## src/rtl/rtc_ctrl_pkg.sv

```systemverilog
// Shared constants for the RTC controller input bank: address table, bank
// register indices and read-scheduler FSM states.
package rtc_ctrl_pkg;

    localparam int unsigned N_RTC_REGS    = 9;
    localparam int unsigned N_BANK        = 14;

    localparam int unsigned REG_IRQ       = 0;
    localparam int unsigned REG_READY     = 1;
    localparam int unsigned REG_RTC_FIRST = 2;
    localparam int unsigned REG_KBD       = 11;
    localparam int unsigned REG_NEWDATA   = 12;
    localparam int unsigned REG_CAMBIO    = 13;

    // Entry k is the RTC address whose data lands in bank reg REG_RTC_FIRST+k.
    localparam logic [N_RTC_REGS-1:0][7:0] RTC_ADDR_TABLE = {
        8'h43, 8'h42, 8'h41, 8'h26, 8'h25, 8'h24, 8'h23, 8'h22, 8'h21
    };

    typedef enum logic [2:0] {
        ST_IDLE,
        ST_ISSUE,
        ST_WAIT,
        ST_CAPTURE,
        ST_NEXT
    } rd_state_e;

    function automatic logic [7:0] rtc_addr(input logic [3:0] idx);
        rtc_addr = (idx < 4'(N_RTC_REGS)) ? RTC_ADDR_TABLE[idx] : 8'h00;
    endfunction

endpackage

```

## src/rtl/rtc_read_scheduler_if.sv

```systemverilog
// Read handshake between the scheduler (master) and the RTC bus driver (slave).
interface rtc_read_scheduler_if;

    logic       rd_start;
    logic [7:0] rd_addr;
    logic       rd_done;

    modport master (output rd_start, output rd_addr, input rd_done);
    modport slave  (input rd_start, input rd_addr, output rd_done);

endinterface

```

## src/rtl/rtc_refresh_timer.sv

```systemverilog
// Free-running 0..REFRESH_CYCLES-1 counter; o_tick is high on the wrap cycle.
module rtc_refresh_timer #(
    parameter int unsigned REFRESH_CYCLES = 1_000_000
) (
    input  logic clk,
    input  logic reset,
    output logic o_tick
);

    localparam int unsigned CW = $clog2(REFRESH_CYCLES);

    logic [CW-1:0] r_cnt;

    assign o_tick = (r_cnt == CW'(REFRESH_CYCLES - 1));

    always_ff @(posedge clk or negedge reset) begin
        if (!reset)      r_cnt <= '0;
        else if (o_tick) r_cnt <= '0;
        else             r_cnt <= r_cnt + 1'b1;
    end

endmodule

```

## src/rtl/rtc_read_scheduler.sv

```systemverilog
// Sweeps the RTC time/date/timer registers into the input bank and generates
// the status/event bank enables.
module rtc_read_scheduler
    import rtc_ctrl_pkg::*;
#(
    parameter int unsigned REFRESH_CYCLES = 1_000_000,
    parameter int unsigned TIMEOUT_CYCLES = 255
) (
    input  logic                  clk,
    input  logic                  reset,
    input  logic                  sweep_req,
    input  logic                  inhibit,
    input  logic                  kbd_strobe,
    input  logic                  cambio_strobe,
    input  logic                  err_clr,
    rtc_read_scheduler_if.master  rd,
    output logic [N_BANK-1:0]     en,
    output logic                  busy,
    output logic                  sweep_done,
    output logic                  timeout_err
);

    localparam int unsigned TW = $clog2(TIMEOUT_CYCLES + 1);

    rd_state_e             r_state;
    logic [3:0]            r_idx;
    logic [TW-1:0]         r_to_cnt;
    logic                  r_pending;
    logic                  r_rd_start;
    logic [7:0]            r_rd_addr;
    logic [N_RTC_REGS-1:0] r_cap_en;
    logic                  r_status_en;
    logic                  r_sweep_done;
    logic                  r_timeout_err;
    logic                  r_kbd_en;
    logic                  r_cambio_en;
    logic                  w_tick;

    rtc_refresh_timer #(
        .REFRESH_CYCLES (REFRESH_CYCLES)
    ) u_refresh_timer (
        .clk    (clk),
        .reset  (reset),
        .o_tick (w_tick)
    );

    // Status enables track "next state is IDLE" so they line up with busy=0.
    always_ff @(posedge clk or negedge reset) begin
        if (!reset) begin
            r_state       <= ST_IDLE;
            r_idx         <= '0;
            r_to_cnt      <= '0;
            r_pending     <= 1'b0;
            r_rd_start    <= 1'b0;
            r_rd_addr     <= 8'h00;
            r_cap_en      <= '0;
            r_status_en   <= 1'b0;
            r_sweep_done  <= 1'b0;
            r_timeout_err <= 1'b0;
        end else begin
            r_rd_start   <= 1'b0;
            r_sweep_done <= 1'b0;
            r_cap_en     <= '0;
            if (w_tick || sweep_req) r_pending <= 1'b1;
            if (err_clr) r_timeout_err <= 1'b0;

            case (r_state)
                ST_IDLE: begin
                    if (r_pending && !inhibit) begin
                        r_state     <= ST_ISSUE;
                        r_pending   <= 1'b0;
                        r_rd_start  <= 1'b1;
                        r_rd_addr   <= rtc_addr(r_idx);
                        r_status_en <= 1'b0;
                    end else begin
                        r_status_en <= 1'b1;
                    end
                end
                ST_ISSUE: begin
                    r_to_cnt <= '0;
                    r_state  <= ST_WAIT;
                end
                ST_WAIT: begin
                    if (rd.rd_done) begin
                        r_cap_en <= N_RTC_REGS'(1) << r_idx;
                        r_state  <= ST_CAPTURE;
                    end else if (r_to_cnt == TW'(TIMEOUT_CYCLES - 1)) begin
                        r_timeout_err <= 1'b1;
                        r_state       <= ST_NEXT;
                    end else begin
                        r_to_cnt <= r_to_cnt + 1'b1;
                    end
                end
                ST_CAPTURE: r_state <= ST_NEXT;
                ST_NEXT: begin
                    if (r_idx == 4'(N_RTC_REGS - 1)) begin
                        r_sweep_done <= 1'b1;
                        r_idx        <= '0;
                        r_status_en  <= 1'b1;
                        r_state      <= ST_IDLE;
                    end else begin
                        r_idx      <= r_idx + 4'd1;
                        r_rd_addr  <= rtc_addr(r_idx + 4'd1);
                        r_rd_start <= 1'b1;
                        r_state    <= ST_ISSUE;
                    end
                end
                default: r_state <= ST_IDLE;
            endcase
        end
    end

    always_ff @(posedge clk or negedge reset) begin
        if (!reset) begin
            r_kbd_en    <= 1'b0;
            r_cambio_en <= 1'b0;
        end else begin
            r_kbd_en    <= kbd_strobe;
            r_cambio_en <= cambio_strobe;
        end
    end

    always_comb begin
        en                                  = '0;
        en[REG_IRQ]                         = r_status_en;
        en[REG_READY]                       = r_status_en;
        en[REG_NEWDATA]                     = r_status_en;
        en[REG_RTC_FIRST +: N_RTC_REGS]     = r_cap_en;
        en[REG_KBD]                         = r_kbd_en;
        en[REG_CAMBIO]                      = r_cambio_en;
    end

    assign rd.rd_start  = r_rd_start;
    assign rd.rd_addr   = r_rd_addr;
    assign busy         = (r_state != ST_IDLE);
    assign sweep_done   = r_sweep_done;
    assign timeout_err  = r_timeout_err;

endmodule

```

## src/flat_wrapper.sv

```systemverilog
// flat-port wrapper written by rule: the top's interface ports become plain ports
module rtc_read_scheduler_flat import rtc_ctrl_pkg::*;
#(
    parameter int unsigned REFRESH_CYCLES = 1_000_000,
    parameter int unsigned TIMEOUT_CYCLES = 255
)
  (clk, reset, sweep_req, inhibit, kbd_strobe, cambio_strobe, err_clr, en, busy, sweep_done, timeout_err, rd_rd_start, rd_rd_addr, rd_rd_done);
  rtc_read_scheduler_if rd_i ();
  input  logic clk;
  input  logic reset;
  input  logic sweep_req;
  input  logic inhibit;
  input  logic kbd_strobe;
  input  logic cambio_strobe;
  input  logic err_clr;
  output logic [N_BANK-1:0] en;
  output logic busy;
  output logic sweep_done;
  output logic timeout_err;
  output wire logic [$bits(rd_i.rd_start)-1:0] rd_rd_start;
  output wire logic [$bits(rd_i.rd_addr)-1:0] rd_rd_addr;
  input wire logic [$bits(rd_i.rd_done)-1:0] rd_rd_done;
  assign rd_rd_start = rd_i.rd_start;
  assign rd_rd_addr = rd_i.rd_addr;
  assign rd_i.rd_done = rd_rd_done;
  rtc_read_scheduler #(.REFRESH_CYCLES(REFRESH_CYCLES), .TIMEOUT_CYCLES(TIMEOUT_CYCLES)) u_core (.clk(clk), .reset(reset), .sweep_req(sweep_req), .inhibit(inhibit), .kbd_strobe(kbd_strobe), .cambio_strobe(cambio_strobe), .err_clr(err_clr), .rd(rd_i), .en(en), .busy(busy), .sweep_done(sweep_done), .timeout_err(timeout_err));
endmodule
```

## config.mk

```make
export PLATFORM = sky130hd
export DESIGN_NAME = rtc_read_scheduler_flat
export DESIGN_NICKNAME = d
export VERILOG_FILES = /design/src/rtl/rtc_ctrl_pkg.sv /design/src/rtl/rtc_read_scheduler_if.sv /design/src/rtl/rtc_refresh_timer.sv /design/src/rtl/rtc_read_scheduler.sv /design/src/flat_wrapper.sv
export SDC_FILE = /design/constraint.sdc
export NUM_CORES = 1
export LEC_CHECK = 0
export BUFFER_PORTS_ARGS = -buffer_cell sky130_fd_sc_hd__clkbuf_2
export CAP_MARGIN = 20
export CORE_ASPECT_RATIO = 0.7
export CORE_MARGIN = 2
export CORE_UTILIZATION = 28
export DETAILED_ROUTE_END_ITERATION = 10
export HOLD_SLACK_MARGIN = 0.06
export PLACE_DENSITY = 0.49
export SYNTH_ARGS = -nofsm -noshare
export SYNTH_HDL_FRONTEND = slang
export SYNTH_SLANG_ARGS = --single-unit
```

## constraint.sdc

```tcl
create_clock -name clk -period 2.1 [get_ports clk]
set_input_delay 0.105 -clock clk [delete_from_list [all_inputs] [get_ports clk]]
set_output_delay 0.105 -clock clk [all_outputs]
set_load 0.01 [all_outputs]
```

==> results.sh <==
export IMPL_syn2layout_area_growth_pct=18.65
export IMPL_ir_drop_mv=0.4027
export IMPL_cts_htree_levels=2
export IMPL_final_cell_mix="dfrtp_1, clkbuf_2, nor2_1"
export IMPL_layout_commonest_cell="dfrtp_1"
export IMPL_synth_area_per_cell_um2=10.12
export IMPL_final_antenna_net_count=0
export IMPL_post_cts_buffers=0
export IMPL_synthMuxAreaShare=0.01483
export IMPL_die_x_um=123.2
export IMPL_whs_endpoint="u_core.r_pending"
export IMPL_fin_crit_ns=1.967
export IMPL_firstDrtPassIters=4
export IMPL_drv_cap=0
export IMPL_min_delay_start="sweep_req"
export IMPL_crit_fanout=4
export IMPL_drtIter0Drc=128
export IMPL_hold_viol_final=0
export IMPL_min_path_type="primary input to register"
export IMPL_ys_flop_type="dfrtp_1"
export IMPL_worst_ep_arrival_time_ns=2.15
export IMPL_num_vias=2087
export IMPL_power_density_mw_per_mm2=1071
export IMPL_io_pin_count=34
export IMPL_root_buffer="clkbuf_16"
export IMPL_drive_above_1_share=0.1981
export IMPL_cp_end_kind="register"
export IMPL_row_count=30
export IMPL_synth_cells=275
export IMPL_reg2reg_to="u_core.u_refresh_timer.r_cnt[14]"
export IMPL_critPathKind="register to register"
export IMPL_setup_violations=0
export IMPL_synth_top_family_by_area="simple AND/OR/NAND/NOR gates"
export IMPL_tightest_slew_ns=0.7139
export IMPL_cts_buffers=5
export IMPL_hpwlAfterDp_um=4170
export IMPL_p_leak_uw=0.001560
export IMPL_clk_path_buf_depth=2
export IMPL_synthXorXnorAreaFrac=0.05663
export IMPL_status="completed"
export IMPL_grt_max_degree=57
export IMPL_crit_path_start_kind="register"
export IMPL_final_nets=336
export IMPL_ys_seq_elements=56
export IMPL_async_reset_ff_frac=1.000
export IMPL_fin_util=0.3411
export IMPL_final_max_slew_viol_count=0
export IMPL_synth_cell_types=46
export IMPL_grt_pass1_wl_um=9729
export IMPL_synth_compound_area_frac=0.09034
export IMPL_synth_area_mm2=0.002784
export IMPL_antenna_found_initial=0
export IMPL_gp_congestion=0.8345
export IMPL_critPathLaunch="u_core.u_refresh_timer.r_cnt[15]"
export IMPL_holdPathStages=3
export IMPL_port_buffers=30
export IMPL_r2r_start="u_core.u_refresh_timer.r_cnt[15]"
export IMPL_antenna_cells=0
export IMPL_dieArea_mm2=0.01077
export IMPL_synth_simple_gate_area_frac=0.2297
export IMPL_ys_warn_count=0
export IMPL_fmax_mhz=508.3
export IMPL_ff2ff_setup_slack_ns=0.13
export IMPL_cp_required_ns=2.28
export IMPL_slew_limit_headroom=0.5241
export IMPL_fin_worst_skew_ns=0.004373
export IMPL_synth_edf_count=0
export IMPL_tns_ns=0
export IMPL_core_mm2=0.009684
export IMPL_routedWlPerCell_um=13.05
export IMPL_start_util=0.2875
export IMPL_grt_pass1_vias=1911
export IMPL_synthAdderAreaFrac=0.04944
export IMPL_wl_um=5822
export IMPL_rsz0062_at_grt="false"
export IMPL_vias_per_cell=4.679
export IMPL_r2r_cells=5
export IMPL_clkSlewWorstSetupHoldPaths_ns=0.07
export IMPL_yosysSeqAreaShare=0.5034
export IMPL_fp_dieH_um=87.43
export IMPL_cts_tree="done"
export IMPL_post_dp_cell_area_mm2=0.003108
export IMPL_finalInstanceArea_mm2=0.003303
export IMPL_fin_crit_sh=0.9368
export IMPL_drc_errors=0
export IMPL_grt_ovfl_total=0
export IMPL_clk_latency_ns=0.30
export IMPL_grt_use_total=0.1188
export IMPL_clock_sinks=56
[worst max-delay path by stage]
stage | endpoint | slack, ns
5_1_grt | u_core.r_to_cnt[4] | 0.03
4_1_cts | u_core.rd.rd_addr[6] | 0.11
3_5_place_dp | u_core.u_refresh_timer.r_cnt[14] | 0.13
3_3_place_gp | u_core.u_refresh_timer.r_cnt[14] | 0.13
6_report | u_core.u_refresh_timer.r_cnt[14] | 0.13
2_1_floorplan | u_core.u_refresh_timer.r_cnt[19] | 0.19
[layout make-up]
cell class | count | area, um^2
Clock buffer | 6 | 138.9
Clock inverter | 2 | 13.76
Fill cell | 986 | 6381
Inverter | 10 | 37.54
Multi-Input combinational cell | 194 | 1241
Sequential cell | 56 | 1401
Tap cell | 128 | 160.2
Timing Repair Buffer | 50 | 310.3
[synth_stat cells, types with 2 or more instances]
cell	count	area share
nor2b_1	2	0.0045
or3_1	4	0.0090
and3_1	12	0.027
nor4_1	2	0.0045
nand4_1	7	0.016
a21oi_1	9	0.016
nand3b_1	3	0.0081
buf_4	11	0.030
clkbuf_1	4	0.0054
nor3b_1	2	0.0054
a22o_1	2	0.0063
nor3b_2	2	0.0090
xor2_1	7	0.022
dfrtp_1	56	0.50
and2_1	2	0.0045
xnor2_1	11	0.035
nand2b_1	3	0.0067
nand2_1	18	0.024
nand3_1	20	0.036
o22ai_1	3	0.0067
ha_1	11	0.049
nor2_1	26	0.035
inv_1	10	0.013
mux2i_1	3	0.011
o21ai_0	11	0.020
a31oi_1	5	0.011
nor3_1	10	0.018
[per-stage QoR]
| stage | hold slack, ns | setup slack (ns) | total power (uW) | instances |
|---|---|---|---|---|
| final | 0.1576 | 0.1326 | 3537 | 446 |
| after global routing | 0.1913 | 0.03346 | 3807 | 446 |
| after CTS | 0.1627 | 0.1060 | 3560 | 446 |
| after detailed placement | 0.2191 | 0.1270 | 2655 | 434 |
| after global placement | 0.2181 | 0.1313 | 2667 | 434 |
| after floorplan | -0.1906 | 0.1884 | 2243 | 277 |
[flip-flops by register name (all words and copies together) (netlist names), 3 cells and up]
| name | count |
|---|---|
| u_core.u_refresh_timer.r_cnt | 20 |
| u_core.r_cap_en | 9 |
| u_core.r_state | 3 |
| u_core.rd.rd_addr | 5 |
| u_core.r_idx | 4 |
| u_core.r_to_cnt | 8 |
[worst max-delay path: stages (launching register included)]
cell	delay (ns)
dfrtp_1	0.42
or4b_2	0.67
nor4_1	0.29
and3_1	0.27
buf_4	0.16
a21oi_1	0.04
[power breakdown]
group / internal, uW / switching (uW) / total, uW
Clock: 478 / 399 / 877
Combinational: 528 / 755 / 1280
Sequential: 1240 / 135 / 1380
Total: 2250 / 1290 / 3540
[routing by layer]
layer / global-route usage / vias to the layer above / share of wire
li1: - / 1043 / -
met1: 0.1933 / 987 / 0.56
met2: 0.1424 / 52 / 0.36
met3: 0.03599 / 5 / 0.064
met4: 0.03719 / 0 / 0.010
met5: 0 / - / 0
[kinds of logic after synthesis]
logic type,count (synthesis)
flops,56
buf+inv,27
compound gates,38
other cells,1
fa+ha+maj,11
simple gates,120
mux,4
xor+xnor,18
[timing repair]
item / CTS / global route
resized for setup: 0 / 1
setup endpoints to repair: 0 / 4
hold buffers: 4 / 0
hold endpoints to repair: 59 / 0
No activity file was read; power rests on OpenSTA's default activity.
